===== config.mk =====
export PLATFORM = sky130hd
export DESIGN_NAME = config_latch_bank
export DESIGN_NICKNAME = d
export VERILOG_FILES = /design/src/rtl/config_latch_bank.sv
export SDC_FILE = /design/constraint.sdc
export NUM_CORES = 1
export LEC_CHECK = 0
export ABC_AREA = 1
export CAP_MARGIN = 40
export CORE_MARGIN = 2
export CORE_UTILIZATION = 51
export DETAILED_ROUTE_END_ITERATION = 10
export HOLD_SLACK_MARGIN = 0.15
export PLACE_DENSITY = 0.95
export SYNTH_ARGS = -nofsm -noshare
export SYNTH_HDL_FRONTEND = slang
export SYNTH_SLANG_ARGS = --single-unit

===== constraint.sdc =====
create_clock -name clk -period 2 [get_ports clk]
set_input_delay 0.2 -clock clk [delete_from_list [all_inputs] [get_ports clk]]
set_output_delay 0.2 -clock clk [all_outputs]
set_load 0.02 [all_outputs]

===== src/rtl/config_latch_bank.sv =====
// Double-buffered configuration latch bank. Writes go to a shadow array and
// commit copies every shadow row to the active array at once. Includes readback and dirty tracking.
module config_latch_bank #(
   parameter int DATA_WIDTH = 8,
   parameter int NUM_WL     = 4,
   parameter int ADDR_WIDTH = 2
) (
   input  logic                         clk,
   input  logic                         reset,
   input  logic                         wl_en,
   input  logic [ADDR_WIDTH-1:0]        wl_addr,
   input  logic [DATA_WIDTH-1:0]        bl,
   input  logic                         commit,
   input  logic                         rd_en,
   input  logic [ADDR_WIDTH-1:0]        rd_addr,
   input  logic                         rd_sel,
   output logic [DATA_WIDTH-1:0]        rd_data,
   output logic                         rd_valid,
   output logic [NUM_WL*DATA_WIDTH-1:0] Q,
   output logic [NUM_WL*DATA_WIDTH-1:0] Qb,
   output logic [NUM_WL-1:0]            dirty,
   output logic                         commit_done,
   output logic                         addr_err
);

   localparam logic [ADDR_WIDTH:0] NUM_WL_A = NUM_WL[ADDR_WIDTH:0];

   logic [NUM_WL-1:0][DATA_WIDTH-1:0] shadow_q, shadow_d;
   logic [NUM_WL-1:0][DATA_WIDTH-1:0] active_q, active_d;
   logic [NUM_WL-1:0]                 dirty_q, dirty_d;
   logic [DATA_WIDTH-1:0]             rd_data_q, rd_data_d;
   logic                              rd_valid_q, rd_valid_d;
   logic                              commit_done_q, commit_done_d;
   logic                              addr_err_q, addr_err_d;

   logic wr_ok, rd_ok;
   logic [DATA_WIDTH-1:0] rd_row;

   assign wr_ok = wl_en && ({1'b0, wl_addr} < NUM_WL_A);
   assign rd_ok = rd_en && ({1'b0, rd_addr} < NUM_WL_A);

   always_comb begin
      shadow_d      = shadow_q;
      // Commit samples the pre-edge shadow, so a same-cycle write lands only in shadow.
      active_d      = commit ? shadow_q : active_q;
      dirty_d       = commit ? '0 : dirty_q;
      rd_row        = '0;
      for (int r = 0; r < NUM_WL; r++) begin
         if (wr_ok && (wl_addr == ADDR_WIDTH'(r))) begin
            shadow_d[r] = bl;
            dirty_d[r]  = 1'b1;
         end
         if (rd_addr == ADDR_WIDTH'(r))
            rd_row = rd_sel ? shadow_q[r] : active_q[r];
      end
      rd_data_d     = rd_ok ? rd_row : rd_data_q;
      rd_valid_d    = rd_ok;
      commit_done_d = commit;
      addr_err_d    = (wl_en && !wr_ok) || (rd_en && !rd_ok);
   end

   always_ff @(posedge clk) begin
      if (reset) begin
         shadow_q      <= '0;
         active_q      <= '0;
         dirty_q       <= '0;
         rd_data_q     <= '0;
         rd_valid_q    <= 1'b0;
         commit_done_q <= 1'b0;
         addr_err_q    <= 1'b0;
      end else begin
         shadow_q      <= shadow_d;
         active_q      <= active_d;
         dirty_q       <= dirty_d;
         rd_data_q     <= rd_data_d;
         rd_valid_q    <= rd_valid_d;
         commit_done_q <= commit_done_d;
         addr_err_q    <= addr_err_d;
      end
   end

   // Packed row order already matches the Q layout: row r at [r*DATA_WIDTH +: DATA_WIDTH].
   assign Q           = active_q;
   assign Qb          = ~active_q;
   assign dirty       = dirty_q;
   assign rd_data     = rd_data_q;
   assign rd_valid    = rd_valid_q;
   assign commit_done = commit_done_q;
   assign addr_err    = addr_err_q;

endmodule


==> impl_metrics.py, run 1 <==
metrics = {
    "drt": {
        "viasPerCell": 5.57,
        "wl_per_cell_um": 15.6,
        "first_pass_iters": 5,
        "drc": 0,
        "dr.first_iter.drc_count": 393,
        "vias": 3616,
        "wl_mm": 10.1,
        "ant_nets": 0,
    },
    "logic_synthesis": {
        "synth_top_family_by_area": "simple AND/OR/NAND/NOR gates",
        "synth-compound-area-share_pct": 18.7,
        "synth.avg_cell_area_um2": 6.97,
        "synth_seq_cells": 78,
        "ys_types": 20,
        "synth_area_um2": 3340,
        "synthAdderAreaFrac_pct": 0,
        "ys_seq_area_share_pct": 46.7,
        "synth_simple_gate_area_share_pct": 23.6,
        "muxShareOfSynthArea_pct": 0,
        "synth_xor_area_share_pct": 0,
        "ys_warn_count": 0,
        "syn-num-nets": 497,
        "syn_inst": 479,
    },
    "min_path": {
        "worst_hold_path_type": "flip-flop to flip-flop",
        "min_from": "dirty[2]",
    },
    "placed_design": {
        "io_buffer_count": 95,
        "place.gp.congestion": 0.931,
        "dp_hpwl_mm": 7.01,
        "post-place-cells": 633,
        "place_area_um2": 4310,
    },
    "timing": {
        "max_freq_mhz": 616,
        "setup_viol": 0,
        "fin_crit_sh_pct": 81.2,
        "finalHoldViolCount": 0,
        "report.final.slew_viol_count": 0,
        "skew_ps": 10.1,
        "rsz0062_at_grt": "false",
        "worstMarginPinSlew_ps": 640,
        "slew_headroom_pct": 57.2,
        "finalCriticalPeriod_ps": 1620,
        "finalSetupTns_ps": 0,
    },
    "layout": {
        "syn_to_final_growth_pct": 37.0,
        "layoutNonFillerInstCount": 649,
        "drive_above_1_share_pct": 7.17,
        "stdcell_area_um2": 4580,
        "fin_nets": 585,
        "diodes": 0,
    },
    "pwr": {
        "ir_drop_uv": 549,
        "power_frac_clock_pct": 39.6,
        "pwr-share-seq_pct": 43.0,
        "p_int_w": 0.00288,
        "p_per_area_nw_per_um2": 863,
        "pwr-share-comb_pct": 17.4,
        "total_leakage_power_nw": 1.94,
        "p_total_w": 0.00395,
        "swShare_pct": 27.2,
        "switchingPower_w": 0.00107,
    },
    "die": {
        "die_y_um": 84.9,
        "die_w_um": 84.9,
        "fp-row-count": 29,
        "initial_core_util_pct": 52.6,
        "core_area_um2": 6350,
        "pin_count": 97,
        "die_area_um2": 7210,
    },
    "critical_path": {
        "critPathSlowestCell": "clkdlybuf4s50_1",
        "required_ps": 1800,
        "crit_buf_inv": 2,
        "worstPathMaxFanout": 3,
        "crit_family": "buffers and inverters",
        "criticalPathCategory": "flip-flop to primary output",
        "cp-end-kind": "primary output",
        "cp.arrival_ps": 1420,
        "worstPathCellList": "inv_1 > clkdlybuf4s50_1",
        "critical-path-max-stage-delay_ps": 610,
        "r2r_start": "Q[6]",
        "start_kind": "flip-flop",
        "startpoint": "Q[11]",
    },
    "clock_tree": {
        "cts_resized": 0,
        "hold_buffers": 0,
        "cts_sinks": 78,
        "cts_setup_buffers": 0,
        "cts_tree": "yes",
        "htree_levels": 3,
        "numCtsBuffers": 9,
        "clkLatencyLatePin_ps": 360,
        "root_buffer": "clkbuf_8",
        "clk_pin_slew_ps": 90,
        "clock_path_buffers": 2,
    },
    "global_route": {
        "grt_overflow": 0,
        "antenna_found_initial": 0,
        "track_usage_pct": 28.5,
        "grt_max_degree": 58,
        "grt_pass1_vias": 3432,
        "grt_pass1_wl_mm": 16.3,
    },
    "job": {
        "maxCapViolCount": 0,
    },
    "outcome": {
        "status": "finished, final reports clean",
    },
}
-- synthesized netlist by cell type, drive strengths merged --
cell	count	area share [%]
nand2	111	13
dfxtp	78	47
o21ai	72	11
inv	60	6.7
nor2	54	6.5
a21oi	52	7.9
nand3	26	4.4
buf	18	3.4
clkbuf	7	0.79
conb	1	0.11
-- power groups by stage --
| stage | logic (W) | clock network, W | registers [W] |
|---|---|---|---|
| floorplan | 0.000308 | 0 | 0.00179 |
| global placement | 0.000660 | 0 | 0.00173 |
| detailed placement | 0.000675 | 0 | 0.00173 |
| CTS | 0.000682 | 0.00156 | 0.00170 |
| global route | 0.000741 | 0.00163 | 0.00171 |
| finish | 0.000687 | 0.00156 | 0.00170 |
-- cell type report --
type | instances | area [µm²]
fill | 478 | 1770
clock buffer | 10 | 128
multi-input combinational | 316 | 1420
sequential | 78 | 1560
tap | 77 | 96.3
inverter | 60 | 225
timing repair buffer | 102 | 1020
clock inverter | 6 | 134
-- path summary, 6_finish.rpt --
kind | end | depth (start not counted) | slack [ps]
hold / removal | dirty[2] | 2 | 480
hold reg to reg | dirty[2] | 2 | 480
setup / recovery | Qb[11] | 2 | 380
setup reg to reg | rd_data[6] | 6 | 970
-- routing by layer --
layer	share of wire [%]	wire length, µm	vias to the layer above	GRT usage (%)
met4	4.3	435	0	15.3
met5	0	0	-	0
met1	40	4090	1650	35.8
li1	-	-	1692	-
met3	8.1	825	41	4.09
met2	47	4790	233	47.4
-- worst min-delay path, stage by stage, from the launching register on --
cell	delay, ps
dfxtp_1	320
nand2_1	60
a21oi_1	50
-- cell usage in the layout (no fill, tap or decap) --
master           netlist  layout
a21oi_2                1       1
clkinv_4               0       1
clkbuf_1               7       1
o21ai_1               11      11
nand2_2                2       2
dfxtp_1               78      78
buf_4                  4       6
nor2_4                 1       1
nand3_2                1       1
nor2_1                50      50
conb_1                 1       1
nand2_1              109     109
inv_1                 50      50
inv_2                 10      10
a21oi_1               51      51
o21ai_0               61      61
clkdlybuf4s50_1        0      95
nand3_4                1       1
nand3_1               24      24
buf_12                 0       1
nor2_2                 3       3
bufinv_16              0       4
clkinv_2               0       1
clkbuf_8               0       9
-- metrics by stage --
stage / util [%] / worst slack, ps / hold slack, ps
final: 72.1 / 376 / 477
after global routing: 72.1 / 351 / 503
after CTS: 72.1 / 384 / 479
after detailed placement: 67.9 / 385 / 466
after global placement: 67.9 / 419 / 464
after floorplan: - / 1020 / 269
-- sequential cells by signal, indices dropped and copies added, names as in the netlist --
name and flops:
Q 32, commit_done 1, shadow_q 32, rd_data 8, dirty 4, rd_valid 1
-- cell families (layout without fill, tap and decap cells) --
logic type / Yosys count / in the layout
buffers and inverters: 85 / 178
other: 1 / 1
DFF: 78 / 78
and+or+nand+nor: 191 / 191
AOI/OAI and AO/OA: 124 / 124
No activity file was read; power rests on OpenSTA's default activity.
==> run 2: changes to the inputs <==
--- a/config.mk
+++ b/config.mk
@@ -8,10 +8,10 @@
 export ABC_AREA = 1
 export CAP_MARGIN = 40
 export CORE_MARGIN = 2
-export CORE_UTILIZATION = 51
+export CORE_UTILIZATION = 43
 export DETAILED_ROUTE_END_ITERATION = 10
 export HOLD_SLACK_MARGIN = 0.15
-export PLACE_DENSITY = 0.95
+export PLACE_DENSITY = 0.86
 export SYNTH_ARGS = -nofsm -noshare
 export SYNTH_HDL_FRONTEND = slang
 export SYNTH_SLANG_ARGS = --single-unit
==> constraint.sdc (replaced) <==
create_clock -name clk -period 1.4 [get_ports clk]
set_input_delay 0.14 -clock clk [delete_from_list [all_inputs] [get_ports clk]]
set_output_delay 0.14 -clock clk [all_outputs]
set_load 0.02 [all_outputs]
==> run 2 against run 1 <==
  * Worst setup slack worse by 300 ps
  * Cell count up 6.0%
  * Combinational power up 34%
  * Count of clock-buffer cells in the layout did not move
  * Critical path depth unchanged
  * Clock power increased by 24%
  * Die area grew 18%
  * Critical endpoint is now Qb[12]
  * Sequential power is 43% higher
  * Critical path type unchanged
==> impl_metrics.py, run 2 (synthesis results as in run 1) <==
metrics = {
    "outcome": {
        "status": "finished, final reports clean",
    },
    "clock_tree": {
        "cts_tree": "yes",
        "clock_path_buffers": 2,
        "clk_pin_slew_ps": 80,
        "cts_setup_buffers": 0,
        "numCtsBuffers": 9,
        "clkLatencyLatePin_ps": 360,
        "htree_levels": 3,
        "root_buffer": "clkbuf_8",
        "hold_buffers": 0,
        "cts_sinks": 78,
    },
    "global_route": {
        "antenna_found_initial": 0,
        "grt_busiest_layer": "met2",
        "grt_pass1_wl_mm": 16.6,
        "grt_pass1_vias": 3327,
        "grt_util_met2_pct": 42.2,
        "grt_util_met1_pct": 31.6,
        "grt_max_degree": 38,
        "track_usage_pct": 25.0,
        "grt_overflow": 0,
        "met3_usage_pct": 4.93,
    },
    "timing": {
        "skew_ps": 13.7,
        "setup_viol": 0,
        "max_freq_mhz": 757,
        "finalHoldViolCount": 0,
        "fin_crit_sh_pct": 94.4,
        "worst_slack_ps": 78.3,
        "report.final.slew_viol_count": 0,
        "rsz0062_at_grt": "false",
        "finalCriticalPeriod_ps": 1320,
    },
    "critical_path": {
        "critical-path-max-stage-delay_ps": 420,
        "crit_family": "flip-flops",
        "startpoint": "Q[12]",
        "criticalPathCategory": "flip-flop to primary output",
        "regToRegEndpoint": "rd_data[0]",
        "worstPathCellList": "inv_1 > dlygate4sd2_1",
        "required_ps": 1260,
        "start_kind": "flip-flop",
        "cp.arrival_ps": 1180,
        "r2r_start": "Q[0]",
        "reg2regPathDepth": 6,
        "cp-end-kind": "primary output",
        "worstPathMaxFanout": 3,
        "r2r_setup_slack_ps": 440,
        "crit_buf_inv": 2,
        "critPathSlowestCell": "dfxtp_1",
    },
    "drt": {
        "drc": 0,
        "first_pass_iters": 6,
        "vias": 3504,
        "dr.first_iter.drc_count": 289,
        "wl_mm": 10.2,
        "ant_nets": 0,
        "wl_per_cell_um": 14.8,
        "viasPerCell": 5.09,
    },
    "die": {
        "initial_core_util_pct": 43.9,
        "pin_count": 97,
        "die_area_um2": 8490,
        "die_w_um": 92.1,
        "die_y_um": 92.1,
        "fp-row-count": 32,
        "core_area_um2": 7610,
    },
    "min_path": {
        "min_from": "dirty[2]",
        "hold_path_depth": 2,
        "holdPathEnd": "dirty[2]",
        "worst_hold_path_type": "flip-flop to flip-flop",
    },
    "placed_design": {
        "io_buffer_count": 95,
        "dp_hpwl_mm": 7.51,
        "place.gp.congestion": 0.892,
        "post-place-cells": 672,
        "dpl_worst_slack_ps": -106,
    },
    "layout": {
        "final_common_cell": "nand2_1",
        "syn_to_final_growth_pct": 38.4,
        "fin_nets": 599,
        "layoutNonFillerInstCount": 688,
        "utilization_pct": 60.8,
        "drive_above_1_share_pct": 9.56,
        "final_cell_mix": "nand2_1, dfxtp_1, dlygate4sd2_1, o21ai_0, a21oi_1",
        "diodes": 0,
    },
    "job": {
        "maxCapViolCount": 0,
    },
    "pwr": {
        "p_per_area_nw_per_um2": 1140,
        "ir_drop_uv": 631,
        "total_leakage_power_nw": 2.13,
    },
}
## run 2: cell types whose count changed in the layout (fill, tap and decap cells not counted), moves of 2 or more
| cell | previous run | this run |
|---|---|---|
| dlygate4sd2_1 | 0 | 78 |
| bufinv_16 | 4 | 2 |
| clkinvlp_4 | 0 | 3 |
| clkdlybuf4s50_1 | 95 | 17 |
| buf_12 | 1 | 4 |
| buf_4 | 6 | 17 |
## run 2: worst max-delay path by stage
stage | end | slack, ps | cells after the start
3_3_place_gp | rd_data[3] | -80 | 7
3_5_place_dp | shadow_q[1] | -110 | 5
2_1_floorplan | rd_data[7] | 420 | 6
4_1_cts | Qb[12] | 110 | 2
5_1_grt | Qb[12] | 50 | 2
6_report | Qb[12] | 80 | 2
## run 2: stage by stage
stage	power (W)	instance area [µm²]	hold WS, ps	TNS, ps
after floorplan	0.00299	3340	209	0
after global placement	0.00347	4490	461	-422
after detailed placement	0.00349	4490	460	-1180
after CTS	0.00528	4620	470	0
after global routing	0.00547	4620	488	0
final	0.00528	4620	470	0
## run 2: worst min-delay path: stages, from the launching register on
cell,delay (ps)
dfxtp_1,320
nand2_1,60
a21oi_1,50
## run 2: layer usage
metal | part of all wire [%] | up-vias
met1 | 41 | 1612
met5 | 0 | -
met3 | 7.1 | 19
li1 | - | 1726
met4 | 2.7 | 0
met2 | 49 | 147
## run 2: area by class of cell
class	instances	area, µm²
tap	102	128
clock buffer	10	138
fill	715	2990
clock inverter	6	93.8
timing repair buffer	116	1060
multi-input combinational	316	1420
inverter	60	225
sequential	78	1560
## run 2: what timing repair did
item                       in CTS  in global routing
resized for setup              78                  0
setup endpoints to repair      78                  0
hold endpoints to repair        0                  0
## run 2: where the power goes
| part | switching [W] | internal, W | total, W |
|---|---|---|---|
| registers | 0.0000812 | 0.00234 | 0.00243 |
| clock network | 0.000868 | 0.00106 | 0.00193 |
| logic | 0.000581 | 0.000342 | 0.000923 |
